[src/rtl/div_param.sv]
// Parametrised shift-subtract divider: 2W/W -> W quotient and remainder,
// signed or unsigned, one quotient bit per clock, with overflow and div-by-zero flags.
module div_param #(
    parameter int W = 16
) (
    input  logic           clk,
    input  logic           reset_n,
    input  logic           start,
    input  logic           signed_op,
    input  logic [2*W-1:0] dividend,
    input  logic [W-1:0]   divisor,
    output logic           busy,
    output logic           done,
    output logic [W-1:0]   quotient,
    output logic [W-1:0]   remainder,
    output logic           overflow,
    output logic           div_zero
);

    localparam int CW = $clog2(2 * W + 1);

    typedef enum logic [1:0] {S_IDLE, S_RUN, S_DONE, S_HOLD} state_t;

    state_t         state_q, state_d;
    logic [2*W-1:0] q_q, q_d;
    logic [W-1:0]   a_q, a_d;
    logic [W-1:0]   dv_q, dv_d;
    logic [CW-1:0]  cnt_q, cnt_d;
    logic           sgn_q, sgn_d;
    logic           rneg_q, rneg_d;
    logic           dneg_q, dneg_d;
    logic           zero_q, zero_d;
    logic [W-1:0]   quo_q, quo_d;
    logic [W-1:0]   rem_q, rem_d;
    logic           ov_q, ov_d;
    logic           dz_q, dz_d;

    logic [2*W-1:0] dd_abs;
    logic [W-1:0]   dv_abs;
    logic [W:0]     sh, diff;
    logic           ge;
    logic [W-1:0]   a_nxt;
    logic [2*W-1:0] q_nxt;
    logic [W-1:0]   q_lo, q_res, r_res;
    logic           hi_nz, ov_res;

    assign dd_abs = (signed_op && dividend[2*W-1]) ? -dividend : dividend;
    assign dv_abs = (signed_op && divisor[W-1]) ? -divisor : divisor;

    // q_q starts as the dividend magnitude and fills with quotient bits
    assign sh    = {a_q, q_q[2*W-1]};
    assign diff  = sh - {1'b0, dv_q};
    assign ge    = (sh >= {1'b0, dv_q});
    assign a_nxt = ge ? diff[W-1:0] : sh[W-1:0];
    assign q_nxt = {q_q[2*W-2:0], ge};

    assign q_lo  = q_nxt[W-1:0];
    assign q_res = rneg_q ? -q_lo : q_lo;
    assign r_res = dneg_q ? -a_nxt : a_nxt;
    assign hi_nz = |q_nxt[2*W-1:W];

    always_comb begin
        ov_res = hi_nz;
        if (sgn_q) begin
            if (rneg_q)
                ov_res = hi_nz | (q_nxt[W-1] & (|q_nxt[W-2:0]));
            else
                ov_res = hi_nz | q_nxt[W-1];
        end
    end

    always_comb begin
        state_d = state_q;
        q_d     = q_q;
        a_d     = a_q;
        dv_d    = dv_q;
        cnt_d   = cnt_q;
        sgn_d   = sgn_q;
        rneg_d  = rneg_q;
        dneg_d  = dneg_q;
        zero_d  = zero_q;
        quo_d   = quo_q;
        rem_d   = rem_q;
        ov_d    = ov_q;
        dz_d    = dz_q;
        unique case (state_q)
            S_IDLE: begin
                if (start) begin
                    ov_d    = 1'b0;
                    dz_d    = 1'b0;
                    a_d     = '0;
                    sgn_d   = signed_op;
                    dneg_d  = signed_op & dividend[2*W-1];
                    rneg_d  = signed_op & (dividend[2*W-1] ^ divisor[W-1]);
                    dv_d    = dv_abs;
                    state_d = S_RUN;
                    // a zero divisor takes a single flag-only cycle in RUN
                    if (divisor == '0) begin
                        zero_d = 1'b1;
                        q_d    = dividend;
                        cnt_d  = CW'(1);
                    end else begin
                        zero_d = 1'b0;
                        q_d    = dd_abs;
                        cnt_d  = CW'(2 * W);
                    end
                end
            end
            S_RUN: begin
                cnt_d = cnt_q - CW'(1);
                if (zero_q) begin
                    quo_d   = '0;
                    rem_d   = q_q[W-1:0];
                    ov_d    = 1'b1;
                    dz_d    = 1'b1;
                    state_d = S_DONE;
                end else begin
                    a_d = a_nxt;
                    q_d = q_nxt;
                    if (cnt_q == CW'(1)) begin
                        quo_d   = q_res;
                        rem_d   = r_res;
                        ov_d    = ov_res;
                        state_d = S_DONE;
                    end
                end
            end
            S_DONE: state_d = start ? S_HOLD : S_IDLE;
            S_HOLD: if (!start) state_d = S_IDLE;
            default: state_d = S_IDLE;
        endcase
    end

    always_ff @(posedge clk or negedge reset_n) begin
        if (!reset_n) begin
            state_q <= S_IDLE;
            q_q     <= '0;
            a_q     <= '0;
            dv_q    <= '0;
            cnt_q   <= '0;
            sgn_q   <= 1'b0;
            rneg_q  <= 1'b0;
            dneg_q  <= 1'b0;
            zero_q  <= 1'b0;
            quo_q   <= '0;
            rem_q   <= '0;
            ov_q    <= 1'b0;
            dz_q    <= 1'b0;
        end else begin
            state_q <= state_d;
            q_q     <= q_d;
            a_q     <= a_d;
            dv_q    <= dv_d;
            cnt_q   <= cnt_d;
            sgn_q   <= sgn_d;
            rneg_q  <= rneg_d;
            dneg_q  <= dneg_d;
            zero_q  <= zero_d;
            quo_q   <= quo_d;
            rem_q   <= rem_d;
            ov_q    <= ov_d;
            dz_q    <= dz_d;
        end
    end

    assign busy      = (state_q == S_RUN);
    assign done      = (state_q == S_DONE);
    assign quotient  = quo_q;
    assign remainder = rem_q;
    assign overflow  = ov_q;
    assign div_zero  = dz_q;

endmodule
[config.mk]
export PLATFORM = sky130hd
export DESIGN_NAME = div_param
export DESIGN_NICKNAME = d
export VERILOG_FILES = /design/src/rtl/div_param.sv
export SDC_FILE = /design/constraint.sdc
export NUM_CORES = 1
export LEC_CHECK = 0
export BUFFER_PORTS_ARGS = -buffer_cell sky130_fd_sc_hd__buf_2
export CAP_MARGIN = 20
export CORE_MARGIN = 1
export CORE_UTILIZATION = 60
export DETAILED_ROUTE_END_ITERATION = 16
export PLACE_DENSITY = 0.83
export SKIP_LAST_GASP = 1
export SYNTH_ARGS = -nofsm -noshare
export SYNTH_HDL_FRONTEND = slang
export SYNTH_SLANG_ARGS = --single-unit
[constraint.sdc]
create_clock -name clk -period 10.4 [get_ports clk]
set_input_delay 0.52 -clock clk [delete_from_list [all_inputs] [get_ports clk]]
set_output_delay 0.52 -clock clk [all_outputs]
set_load 0.02 [all_outputs]
# Word-level counts from Yosys, hierarchy flattened
# Index checks and enable logic that the tools add are counted.
# W data, S select, Z words.
[word_totals]
ff_bits = 110
latch_bits = 0
mem_bits_rw = 0
romBits = 0
out_inout_bits = 36
elab_cells = 84
n_memories = 0
[classes]
n_addsub = 6
n_mul = 0
div_mod_pow = 0
order_cmp = 1
eq_ne = 9
shift = 0
mux = 34
n_bitwise = 6
n_reduce_logical = 15
[ops]
columns = ["operator", "count"]
rows = [
  ["$mux W16", 10],
  ["$mux W32", 4],
  ["$pmux W32 S2", 1],
  ["$neg A16 Y16", 3],
  ["$neg A32 Y32", 1],
  ["$pmux W16 S2", 1],
  ["$ge A17 B16 Y1", 1],
  ["$logic_not A16 Y1", 1],
  ["$reduce_or A16 Y1", 1],
  ["$sub A16 B16 Y16", 1],
  ["$reduce_or A15 Y1", 1],
  ["$mux W6", 2],
  ["$pmux W6 S2", 1],
  ["$reduce_and A3 Y1", 4],
  ["$mux W2", 5],
  ["$pmux W2 S4", 1],
  ["$mux W1", 7],
  ["$eq A6 B1 Y1 const B", 1],
  ["$ne A2 B2 Y1 const B", 3],
  ["$reduce_and A2 Y1", 3],
  ["$sub A6 B1 Y6 const B", 1],
  ["$eq A2 B2 Y1 const B", 2],
  ["$pmux W1 S2", 2],
  ["$reduce_bool A2 Y1", 2],
  ["8 further kinds", 12],
]

# Logic depth before layout (Yosys ltp)
# Gate-level depths: netlist (run 1).
[logic_depth]
word_depth = 9
depth_mapped = 21
depth_no_buf = 17

# Least setup slack after synthesis (run 1)
# Ideal clock, no wire load.
[synth_timing]
kind = "reg2reg"
startpoint = "register a_q[3]"
endpoint = "register rem_q[14] (netlist: remainder[14])"
setup_time_ns = 0.134
arrival_time_ns = 3.706
path_slack_ns = 6.560
stages_incl_launch_ff = 20
period_less_slack_ns = 3.840
path_cell_list = "dfrtp_1 -> ha_1 -> buf_6 -> a21o_4 -> a31oi_4 -> a211oi_2 -> o41a_1 -> buf_6 -> inv_1 -> buf_2 -> buf_4 -> o21ai_0 -> inv_1 -> ha_1 -> or4b_1 -> o21ai_1 -> nand3_1 -> o21ai_1 -> xor2_1 -> o22ai_1"
[synth_between]
elab_chain_cells = 6
[synth_rtl]
columns = ["element", "line_no", "text"]
rows = [
  ["from (decl)", "26", "logic [W-1:0] a_q, a_d;"],
  ["from (signal assigned)", "138", "a_q <= '0;"],
  ["from (signal assigned)", "152", "a_q <= a_d;"],
  ["$sub A16 B16 Y16 or $ge A17 B16 Y1 (tied branches)", "52, 53", ""],
  ["$mux W16 *", "54", "assign a_nxt = ge ? diff[W-1:0] : sh[W-1:0];"],
  ["$neg A16 Y16", "59", "assign r_res = dneg_q ? -a_nxt : a_nxt;"],
  ["$mux W16 *", "59", ""],
  ["$mux W16 *", "120", "if (cnt_q == CW'(1)) begin"],
  ["$mux W16 *", "111", "if (zero_q) begin"],
  ["to (signal assigned)", "160", "rem_q <= rem_d;"],
  ["to (decl)", "34", "logic [W-1:0] rem_q, rem_d;"],
]
# Every way passes the cells marked *; elsewhere a longest branch is shown, timed or not. The select of a mux whose other input is x is not followed.
# A chain may end at the register's enable or synchronous reset.

# Worst setup path in the final report (run 1)
[layout_timing]
startpoint = "register a_q[0]"
endpoint = "register ov_q (netlist: overflow)"
[layout_between]
elab_chain_cells = 9
[layout_rtl]
columns = ["element", "line_no", "text"]
rows = [
  ["$ge A17 B16 Y1", "53", "assign ge = (sh >= {1'b0, dv_q});"],
  ["$reduce_or A15 Y1", "66", "ov_res = hi_nz | (q_nxt[W-1] & (|q_nxt[W-2:0]));"],
  ["$and A1 B1 Y1", "66", ""],
  ["$or A1 B1 Y1", "66", ""],
  ["$mux W1", "65", "if (rneg_q)"],
  ["$mux W1", "64", "if (sgn_q) begin"],
  ["$mux W1", "120", ""],
  ["$mux W1", "111", ""],
  ["$pmux W1 S2", "86", "unique case (state_q)"],
  ["to (signal assigned)", "161", "ov_q <= ov_d;"],
  ["to (decl)", "35", "logic ov_q, ov_d;"],
]
# No other way between the ends. The select of a mux whose other input is x is not followed.

==> results of run 1 <==
==> Yosys cell counts, types with 3 or more instances <==
master / n
or4_1: 9
nand2b_1: 10
o21a_1: 3
buf_1: 6
a211oi_1: 3
a21oi_1: 63
clkbuf_1: 34
nor2b_1: 4
nand4_1: 3
mux2i_1: 15
o21ai_1: 7
a31oi_1: 7
o21ai_0: 112
nand3b_1: 5
and2_1: 3
xor2_1: 50
dfrtp_1: 110
o31ai_1: 15
buf_2: 8
inv_1: 36
xnor2_1: 36
nor4_1: 9
and3_1: 7
or2_2: 3
a21o_1: 6
ha_1: 23
nor3_1: 11
nand3_1: 19
or3_1: 20
o41ai_1: 7
a22o_1: 4
nor2_1: 64
o211ai_1: 4
nand2_1: 127
o22ai_1: 3
==> cell families after synthesis <==
family	count (synthesis)
AND/OR/NAND/NOR	303
AO/OA/AOI/OAI	263
flip-flops	110
buffers and inverters	87
XOR/XNOR	86
adder cells (fa/ha/maj)	24
multiplexers	17
==> cell type report <==
| class | instances | share of cell area [%] |
|---|---|---|
| clock inverters | 6 | 0.768 |
| inverters | 36 | 1.66 |
| clock buffers | 10 | 2.81 |
| well taps | 147 | 2.26 |
| repair buffers | 95 | 6.11 |
| multi-input cells | 693 | 52.6 |
| flip-flops and latches | 110 | 33.8 |
==> worst max path at each step <==
stage                             from                         to  slack [ns]  cells after the start
detailed placement  a_q[3]$_DFFE_PN0P_       overflow$_DFFE_PN0P_        5.92                     13
global route        a_q[0]$_DFFE_PN0P_       overflow$_DFFE_PN0P_        5.53                     13
global placement    a_q[3]$_DFFE_PN0P_       overflow$_DFFE_PN0P_        6.04                     13
floorplan           a_q[3]$_DFFE_PN0P_  remainder[14]$_DFFE_PN0P_        6.56                     19
CTS                 a_q[3]$_DFFE_PN0P_       overflow$_DFFE_PN0P_        5.91                     13
finish              a_q[0]$_DFFE_PN0P_       overflow$_DFFE_PN0P_        5.85                     13
==> worst max-delay path: cells and delay by family (launching register included) <==
kind | cells | cell delay (ns)
AOI/OAI and AO/OA | 5 | 1.54
DFF | 1 | 0.44
muxes | 1 | 0.26
buffers and inverters | 1 | 0.47
adders and majority gates | 2 | 0.55
and+or+nand+nor | 4 | 1.15
==> flip-flops by register name (all words and copies together), names as in the netlist <==
name	count
q_q	32
a_q	16
dv_q	16
quotient	16
remainder	16
cnt_q	6
state_q	2
div_zero	1
dneg_q	1
overflow	1
rneg_q	1
sgn_q	1
zero_q	1
==> metal layers <==
layer,vias up,part of all wire (%),track usage (%)
met3,29,6.3,4.71
met2,246,44,45.8
met4,0,2.2,10.4
met5,-,0,0
li1,3249,-,-
met1,3100,47,42.9
==> power groups by stage <==
stage                     logic (W)  clock network (W)  registers [W]
after detailed placement    0.00200                  0       0.000838
after global routing        0.00224           0.000365       0.000865
after global placement      0.00195                  0       0.000828
final                       0.00203           0.000344       0.000836
after floorplan             0.00152                  0       0.000836
after CTS                   0.00201           0.000344       0.000831
==> per-stage QoR <==
stage | instance area [µm²] | util, % | total power, W | hold slack (ns) | worst slack, ns
final | 8140 | 67.8 | 0.00321 | 0.129 | 5.85
after global routing | 8140 | 67.8 | 0.00347 | 0.168 | 5.53
after global placement | 7850 | 65.4 | 0.00278 | 0.456 | 6.04
after floorplan | 7380 | - | 0.00236 | 0.224 | 6.56
after CTS | 8140 | 67.8 | 0.00319 | 0.152 | 5.91
after detailed placement | 7850 | 65.4 | 0.00283 | 0.469 | 5.92
==> flow_metrics.tcl, run 1 <==
set metrics [dict create \
    clk-insertion-delay-late_ns 0.36 \
    dp_hpwl_um 13300 \
    number_of_optimization_iterations_in_the_first_detailed_route_pass 5 \
    clock_tree.htree_level_count 3 \
    initial_core_util_pct 61.4 \
    synth-seq-cells 110 \
    detail_route.wl_per_cell_um 16.5 \
    startpoint_type "flip-flop" \
    synthesis.yosys.warnings 0 \
    drive_gt1_share_pct 13.8 \
    setup_viol 0 \
    setup_crit_end_kind "flip-flop" \
    post_synth_xor_area_fraction_pct 10.2 \
    fin_cells 1097 \
    antenna_found_initial 0 \
    detail_routed_via_count_per_cell 6.04 \
    outcome "finished clean" \
    synth.area.top_cells "dfrtp_1 (37%), o21ai_0 (7.6%), nand2_1 (6.5%)" \
    worst_path_largest_cell_delay_ns 0.47 \
    synth_simple_gate_area_share_pct 19.3 \
    post_cts_resize_count 0 \
    nNetsFinal 1021 \
    cp_cell_sequence "ha_1 -> nor2b_1 -> o2111ai_1 -> a211oi_2 -> o41a_1 -> inv_1 -> nand3_1 -> or3_1 -> or3_1 -> ha_1 -> mux2_2 -> a2111oi_0 -> a31oi_1" \
    clock_tree_from_tritoncts "built" \
    irDropWorstVdd_mv 0.204 \
    synth_adder_area_share_pct 4.17 \
    drc 0 \
    cts.repair_timing.setup_buffer_count 0 \
    area_growth_syn_to_layout_pct 10.4 \
    power.net_switching_w 0.00162 \
    coreArea_mm2 0.0120 \
    synth_top_flop_cell "dfrtp_1" \
    drt-total-wl_um 18100 \
    detailed_router_s_first_iteration_violation_count 520 \
    clkTransAtPathRegs_ns 0.08 \
    pin_count 88 \
    switching_fraction_of_total_power_pct 50.6 \
    synth_compound_gate_area_share_pct 21.8 \
    row_count 40 \
    top_library_cells_by_usage_in_the_layout_fill_and_taps_aside "nand2_1 (127), o21ai_0 (112), dfrtp_1 (110), buf_2 (86)" \
    chipHeight_um 113 \
    insertedDiodeCount 0 \
    critical_path.reg2reg.endpoint "overflow$_DFFE_PN0P_" \
    global_route.overflow_total 0 \
    number_of_port_buffers 87 \
    sum_of_negative_setup_slack_ns 0 \
    timing.rr.start "a_q[0]$_DFFE_PN0P_" \
    clock_power_share_pct 10.7 \
    sequential_standard_cell_area_mm2 0.00275 \
    fp.dieW_um 113 \
    cell_internal_pwr_w 0.00159 \
    hold_class "in -> async" \
    synth.yosys.seq_area_share_pct 37.3 \
    grt_first_pass_wirelength_um 30100 \
    timing.final.crit_period_ns 4.55 \
    combinational_share_of_power_pct 63.3 \
    yosys.area.top_type_share_pct 37.3 \
    area_of_the_mapped_netlist_mm2 0.00738 \
    power_per_cell_area_mw_per_mm2 394 \
    worst-r2r-setup-slack_ns 5.85 \
    critPathSlowestCell "inv_1" \
    fp.dieArea_mm2 0.0127 \
    post_synth_mux_area_share_pct 2.34 \
    grt_pass1_vias 6010 \
    total_global_route_track_usage_pct 29.7 \
    grt_setup_unrepaired "no" \
    root_buffer "clkbuf_16" \
    hold_buffers 0 \
    max_slew_headroom_pct 41.3 \
    top_cell_type_by_total_area_after_synthesis "dfrtp_1" \
    clkSinkCount 110 \
    crit_required_ns 10.63 \
    synth.lib_cells_used.distinct 71 \
    netlist_instances 890 \
    grt_max_degree 71 \
    max_slew.worst_pin.slew_ns 0.880 \
    commonest_non_fill_non_tap_cell_in_the_layout "nand2_1" \
    reg2reg_depth 13 \
    async_flop_share_pct 100 \
    gp_congestion 0.948 \
    numPlacedInstances 1081 \
    criticalPathCategory "reg -> reg" \
    maxCapViolations 0 \
    number_of_filler_instances_in_the_final_layout 987 \
    ant_nets 0 \
    clock_path_buffers 2 \
    synth_edf_count 0 \
    multi_input_area_mm2 0.00428 \
    combinational_family_with_the_most_area_after_synthesis "compound AO/OA/AOI/OAI gates" \
    min_period_over_period_pct 43.8 \
    achievable-frequency_mhz 220 \
    syn_avg_cell_area_um2 8.29 \
    worst_clock_skew_ns 0.0104 \
    report.final.slew_viol_count 0 \
    synth_nets 966 \
    via_count 6624 \
    leakage_nw 3.55 \
    final_hold_viol_count 0 \
    worst_ep_arrival_time_ns 4.78 \
    critical_path_maximum_fanout 21 \
    cts_inserted_buffers 9 \
    seq_power_share_pct 26.0 \
]
Note: power is estimated with default switching activity, not from simulation.
==> run 2, diff against run 1 <==
--- a/config.mk
+++ b/config.mk
@@ -8,9 +8,9 @@
 export BUFFER_PORTS_ARGS = -buffer_cell sky130_fd_sc_hd__buf_2
 export CAP_MARGIN = 20
 export CORE_MARGIN = 1
-export CORE_UTILIZATION = 60
+export CORE_UTILIZATION = 59
 export DETAILED_ROUTE_END_ITERATION = 16
-export PLACE_DENSITY = 0.83
+export PLACE_DENSITY = 0.82
 export SKIP_LAST_GASP = 1
 export SYNTH_ARGS = -nofsm -noshare
 export SYNTH_HDL_FRONTEND = slang
==> constraint.sdc (replaced) <==
create_clock -name clk -period 4.56 [get_ports clk]
set_input_delay 0.228 -clock clk [delete_from_list [all_inputs] [get_ports clk]]
set_output_delay 0.228 -clock clk [all_outputs]
set_load 0.02 [all_outputs]
==> run 2 against run 1 <==
Effect of this change: total power increased by 130%; combinational power is 130% higher; first-iteration DRC count is 4.6% lower; routed wire length down 0.11%; via count is 0.14% lower; global-route usage decreased by 0.85 points; non-clock buffer count up 3; clock power is 130% higher; register-to-register slack got worse by 5.5 ns; critical path depth unchanged; worst setup slack worse by 5.5 ns; sequential share of layout area is 0.25 points lower; critical endpoint unchanged.
==> flow_metrics.tcl, run 2 (synthesis gave the netlist of run 1 again) <==
set metrics [dict create \
    worst_path_largest_cell_delay_ns 0.48 \
    number_of_optimization_iterations_in_the_first_detailed_route_pass 5 \
    gp_congestion 0.896 \
    cts_inserted_buffers 9 \
    cts.repair_timing.setup_buffer_count 0 \
    fin_cells 1121 \
    nNetsFinal 1024 \
    grt_max_degree 57 \
    achievable-frequency_mhz 236 \
    critPathTopFamily "compound AO/OA/AOI/OAI gates" \
    fp.dieArea_mm2 0.0130 \
    maxCapViolations 0 \
    setup_viol 0 \
    drive_gt1_share_pct 14.2 \
    fp.dieW_um 114 \
    root_buffer "clkbuf_16" \
    row_count 40 \
    multi_input_area_mm2 0.00428 \
    timing.final.crit_period_ns 4.24 \
    sequential_standard_cell_area_mm2 0.00275 \
    number_of_filler_instances_in_the_final_layout 1024 \
    area_growth_syn_to_layout_pct 11.2 \
    detailed_router_s_first_iteration_violation_count 496 \
    total_global_route_track_usage_pct 28.9 \
    max_slew_headroom_pct 33.4 \
    irDropWorstVdd_mv 0.472 \
    grt_pass1_vias 5943 \
    insertedDiodeCount 0 \
    drt-total-wl_um 18000 \
    timing.critical_path.buf_inv 1 \
    leakage_nw 3.56 \
    final_hold_viol_count 0 \
    via_count 6615 \
    clkSinkCount 110 \
    coreArea_mm2 0.0121 \
    dp_hpwl_um 13100 \
    crit_required_ns 4.80 \
    ant_nets 0 \
    power_per_cell_area_mw_per_mm2 901 \
    critical_path_maximum_fanout 14 \
    max_ffs_per_register 32 \
    commonest_non_fill_non_tap_cell_in_the_layout "nand2_1" \
    chipHeight_um 114 \
    clock_path_buffers 2 \
    worst_clock_skew_ns 0.0118 \
    clock_tree.htree_level_count 3 \
    global_route.overflow_total 0 \
    report.final.slew_viol_count 0 \
    pin_count 88 \
    drc 0 \
    clock_tree_from_tritoncts "built" \
    antenna_found_initial 0 \
    numPlacedInstances 1104 \
    hold_class "in -> reg" \
    cp_cell_sequence "ha_1 -> nor2b_1 -> o2111ai_1 -> a211oi_2 -> o41a_1 -> clkinvlp_4 -> nand3_1 -> or3_1 -> or3_1 -> ha_1 -> mux2_2 -> a2111oi_0 -> a31oi_1" \
    startpoint_type "flip-flop" \
    sum_of_negative_setup_slack_ns 0 \
    clk-insertion-delay-late_ns 0.36 \
    min_period_over_period_pct 93.0 \
    grt_setup_unrepaired "yes" \
    outcome "finished clean" \
    setup_crit_end_kind "flip-flop" \
    critPathSlowestCell "o41a_1" \
    detail_route.wl_per_cell_um 16.1 \
    number_of_port_buffers 87 \
    top_library_cells_by_usage_in_the_layout_fill_and_taps_aside "nand2_1 (127), o21ai_0 (112), dfrtp_1 (110), buf_2 (86)" \
    criticalPathCategory "reg -> reg" \
    initial_core_util_pct 60.9 \
    largest-register "q_q" \
    layout.core_utilization_pct 67.7 \
    clkTransAtPathRegs_ns 0.08 \
    detail_routed_via_count_per_cell 5.90 \
    max_slew.worst_pin.slew_ns 0.999 \
    grt_first_pass_wirelength_um 29600 \
    worst_ep_arrival_time_ns 4.48 \
]
## run 2: cell type report
| type | instances | area share (%) |
|---|---|---|
| Multi-Input combinational cell | 693 | 52.2 |
| Sequential cell | 110 | 33.5 |
| Timing Repair Buffer | 98 | 6.37 |
| Clock buffer | 9 | 2.74 |
| Tap cell | 168 | 2.56 |
| Inverter | 36 | 1.69 |
| Clock inverter | 7 | 0.884 |
## run 2: power breakdown
part | internal, W | switching, W | leakage (nW) | total (W)
Sequential | 0.00145 | 0.000444 | 1.36 | 0.00190
Combinational | 0.00182 | 0.00288 | 2.05 | 0.00470
Clock | 0.000388 | 0.000408 | 0.147 | 0.000796
Total | 0.00366 | 0.00373 | 3.56 | 0.00739
## run 2: tightest hold or removal path, delay by kind of cell
family                 cells  cell delay [ns]
and+or+nand+nor            2             0.10
buffers and inverters      1             0.11
## run 2: final timing paths
path | slack (ns) | startpoint | endpoint | cells after the start
setup / recovery | 0.32 | a_q[0]$_DFFE_PN0P_ | overflow$_DFFE_PN0P_ | 13
hold / removal | 0.11 | start | state_q[1]$_DFFE_PN0P_ | 3
setup reg to reg | 0.32 | a_q[0]$_DFFE_PN0P_ | overflow$_DFFE_PN0P_ | 13
hold reg to reg | 0.48 | quotient[7]$_DFFE_PN0P_ | quotient[7]$_DFFE_PN0P_ | 2
max in group asynchronous | 2.96 | reset_n | a_q[8]$_DFFE_PN0P_ | 3
min in group asynchronous | 0.44 | reset_n | q_q[18]$_DFFE_PN0P_ | 2
## run 2: routing by layer
| metal | track usage (%) | share of wire (%) | wire length [µm] | vias to the layer above |
|---|---|---|---|---|
| li1 | - | - | - | 3253 |
| met1 | 41.0 | 46 | 8340 | 3083 |
| met2 | 45.9 | 46 | 8250 | 249 |
| met3 | 3.56 | 6.0 | 1090 | 30 |
| met4 | 10.0 | 2.0 | 352 | 0 |
| met5 | 0 | 0 | 0 | - |
## run 2: repair_timing
item                                   4_1_cts  5_1_grt
resized for setup                            0        1
endpoints found under the hold margin       55        0
setup endpoints to repair                    0        1
hold buffers                                 1        0
## run 2: metrics by stage
| step | worst slack [ns] | total power, W | area (µm²) | hold WS, ns |
|---|---|---|---|---|
| 5_1_grt | -0.0234 | 0.00796 | 8210 | 0.128 |
| 4_1_cts | 0.187 | 0.00733 | 8200 | 0.108 |
| 6_report | 0.321 | 0.00739 | 8210 | 0.113 |
| 3_5_place_dp | 0.231 | 0.00649 | 7890 | 0.334 |
| 3_3_place_gp | 0.337 | 0.00638 | 7890 | 0.329 |
| 2_1_floorplan | 0.720 | 0.00537 | 7380 | -0.0676 |
==> run 3, diff against run 2 <==
--- a/config.mk
+++ b/config.mk
@@ -8,9 +8,9 @@
 export BUFFER_PORTS_ARGS = -buffer_cell sky130_fd_sc_hd__buf_2
 export CAP_MARGIN = 20
 export CORE_MARGIN = 1
-export CORE_UTILIZATION = 59
+export CORE_UTILIZATION = 53
 export DETAILED_ROUTE_END_ITERATION = 16
-export PLACE_DENSITY = 0.82
+export PLACE_DENSITY = 0.75
 export SKIP_LAST_GASP = 1
 export SYNTH_ARGS = -nofsm -noshare
 export SYNTH_HDL_FRONTEND = slang
==> run 3 against run 2 <==
Effect of this change: maximum frequency shrank 1.4%; sequential share of layout area decreased by 0.17 points; clock skew hardly changed; sequential cell count unchanged; critical endpoint unchanged; worst setup slack worse by 0.058 ns; clock-buffer cell count unchanged; critical path depth unchanged.
==> flow_metrics.tcl, run 3 (synthesis gave the netlist of run 1 again) <==
set metrics [dict create \
    critical_path_maximum_fanout 8 \
    hold_class "in -> reg" \
    hold_start "start" \
    clock_path_buffers 2 \
    grt_pass1_vias 6104 \
    report.final.slew_viol_count 0 \
    worst_path_largest_cell_delay_ns 0.46 \
    detail_routed_via_count_per_cell 5.87 \
    coreArea_mm2 0.0134 \
    critPathSlowestCell "ha_1" \
    final_hold_viol_count 0 \
    insertedDiodeCount 0 \
    root_buffer "clkbuf_16" \
    leakage_nw 3.58 \
    grt_first_pass_wirelength_um 31200 \
    outcome "finished clean" \
    worst_clock_skew_ns 0.0117 \
    detail_route.wl_per_cell_um 16.5 \
    sum_of_negative_setup_slack_ns 0 \
    dp_hpwl_um 13800 \
    clkSinkCount 110 \
    global_route.overflow_total 0 \
    max_ffs_per_register 32 \
    worst_ep_arrival_time_ns 4.53 \
    maxCapViolations 0 \
    startpoint_type "flip-flop" \
    clock_tree_from_tritoncts "built" \
    pin_count 88 \
    setup_viol 0 \
    area_growth_syn_to_layout_pct 11.8 \
    gp_congestion 0.932 \
    achievable-frequency_mhz 233 \
    timing.rr.start "a_q[3]$_DFFE_PN0P_" \
    row_count 42 \
    antenna_found_initial 0 \
    top_library_cells_by_usage_in_the_layout_fill_and_taps_aside "nand2_1 (127), o21ai_0 (112), dfrtp_1 (110), buf_2 (86)" \
    cts_inserted_buffers 9 \
    clk-insertion-delay-late_ns 0.36 \
    clock_tree.htree_level_count 3 \
    detailed_router_s_first_iteration_violation_count 508 \
    via_count 6634 \
    clkTransAtPathRegs_ns 0.08 \
    fp.dieArea_mm2 0.0144 \
    criticalPathCategory "reg -> reg" \
    grt_setup_unrepaired "no" \
    cp_cell_sequence "ha_1 -> a21o_4 -> a31oi_4 -> a211oi_2 -> o41a_1 -> inv_1 -> nand3_1 -> or3_1 -> or3_1 -> ha_1 -> mux2_2 -> a2111oi_0 -> a31oi_1" \
    timing.critical_path.buf_inv 1 \
    power_per_cell_area_mw_per_mm2 908 \
    drc 0 \
    setup_crit_end_kind "flip-flop" \
    ant_nets 0 \
    commonest_non_fill_non_tap_cell_in_the_layout "nand2_1" \
    irDropWorstVdd_mv 0.449 \
    drive_gt1_share_pct 14.2 \
    chipHeight_um 120 \
    worst_setup_path_startpoint "a_q[3]$_DFFE_PN0P_" \
    post_cts_resize_count 0 \
    cts.repair_timing.setup_buffer_count 0 \
    largest-register "q_q" \
    max_slew.worst_pin.slew_ns 0.895 \
    drt-total-wl_um 18700 \
    grt_max_degree 60 \
    min_period_over_period_pct 94.2 \
    number_of_optimization_iterations_in_the_first_detailed_route_pass 6 \
    hold_ws_ns 0.115 \
    number_of_port_buffers 87 \
    nNetsFinal 1025 \
    number_of_filler_instances_in_the_final_layout 1228 \
    worst-r2r-setup-slack_ns 0.26 \
    critPathTopFamily "compound AO/OA/AOI/OAI gates" \
    initial_core_util_pct 55.1 \
    crit_required_ns 4.79 \
    total_global_route_track_usage_pct 27.4 \
    timing.final.crit_period_ns 4.30 \
    fp.dieW_um 120 \
    max_slew_headroom_pct 40.3 \
]
-- run 3: timing repair --
item	CTS	global route
endpoints found under the setup margin	0	0
endpoints found under the hold margin	55	0
hold buffers	1	0
-- run 3: final timing paths --
check                      cells past startpoint                       end
min in group asynchronous                      2       q_q[18]$_DFFE_PN0P_
max in group asynchronous                      3       dv_q[8]$_DFFE_PN0P_
max reg2reg                                   13      overflow$_DFFE_PN0P_
min                                            3    state_q[1]$_DFFE_PN0P_
min reg2reg                                    2  quotient[13]$_DFFE_PN0P_
max                                           13      overflow$_DFFE_PN0P_
-- run 3: worst min-delay path, cell delays in order --
cell	delay [ns]
buf_2	0.11
nand2_1	0.05
nand2_1	0.05
-- run 3: per-layer routing --
| layer | global-route usage (%) | part of all wire [%] |
|---|---|---|
| met5 | 0 | 0 |
| met4 | 8.20 | 1.6 |
| met3 | 4.23 | 5.4 |
| met2 | 41.6 | 45 |
| met1 | 40.1 | 48 |
-- run 3: final cells by class --
class | count | area (µm²) | area share [%]
Multi-Input combinational cell | 693 | 4280 | 51.9
Timing Repair Buffer | 99 | 543 | 6.58
Clock inverter | 7 | 88.8 | 1.08
Sequential cell | 110 | 2750 | 33.4
Inverter | 36 | 135 | 1.64
Tap cell | 176 | 220 | 2.67
Clock buffer | 9 | 225 | 2.73
-- run 3: per-stage QoR --
| stage | instances | util [%] | setup WS [ns] | power, W | cell area, µm² |
|---|---|---|---|---|---|
| floorplan | 890 | - | 0.720 | 0.00537 | 7380 |
| global placement | 1112 | 59.0 | 0.516 | 0.00644 | 7900 |
| detailed placement | 1112 | 59.0 | 0.318 | 0.00655 | 7900 |
| CTS | 1129 | 61.4 | 0.304 | 0.00742 | 8230 |
| global route | 1130 | 61.6 | 0.0931 | 0.00808 | 8250 |
| finish | 1130 | 61.6 | 0.263 | 0.00749 | 8250 |
-- run 3: report_power, final --
| group | switching (W) | internal, W | leakage, nW |
|---|---|---|---|
| Sequential | 0.000449 | 0.00145 | 1.36 |
| Combinational | 0.00291 | 0.00183 | 2.07 |
| Clock | 0.000407 | 0.000440 | 0.155 |
| Total | 0.00376 | 0.00373 | 3.58 |
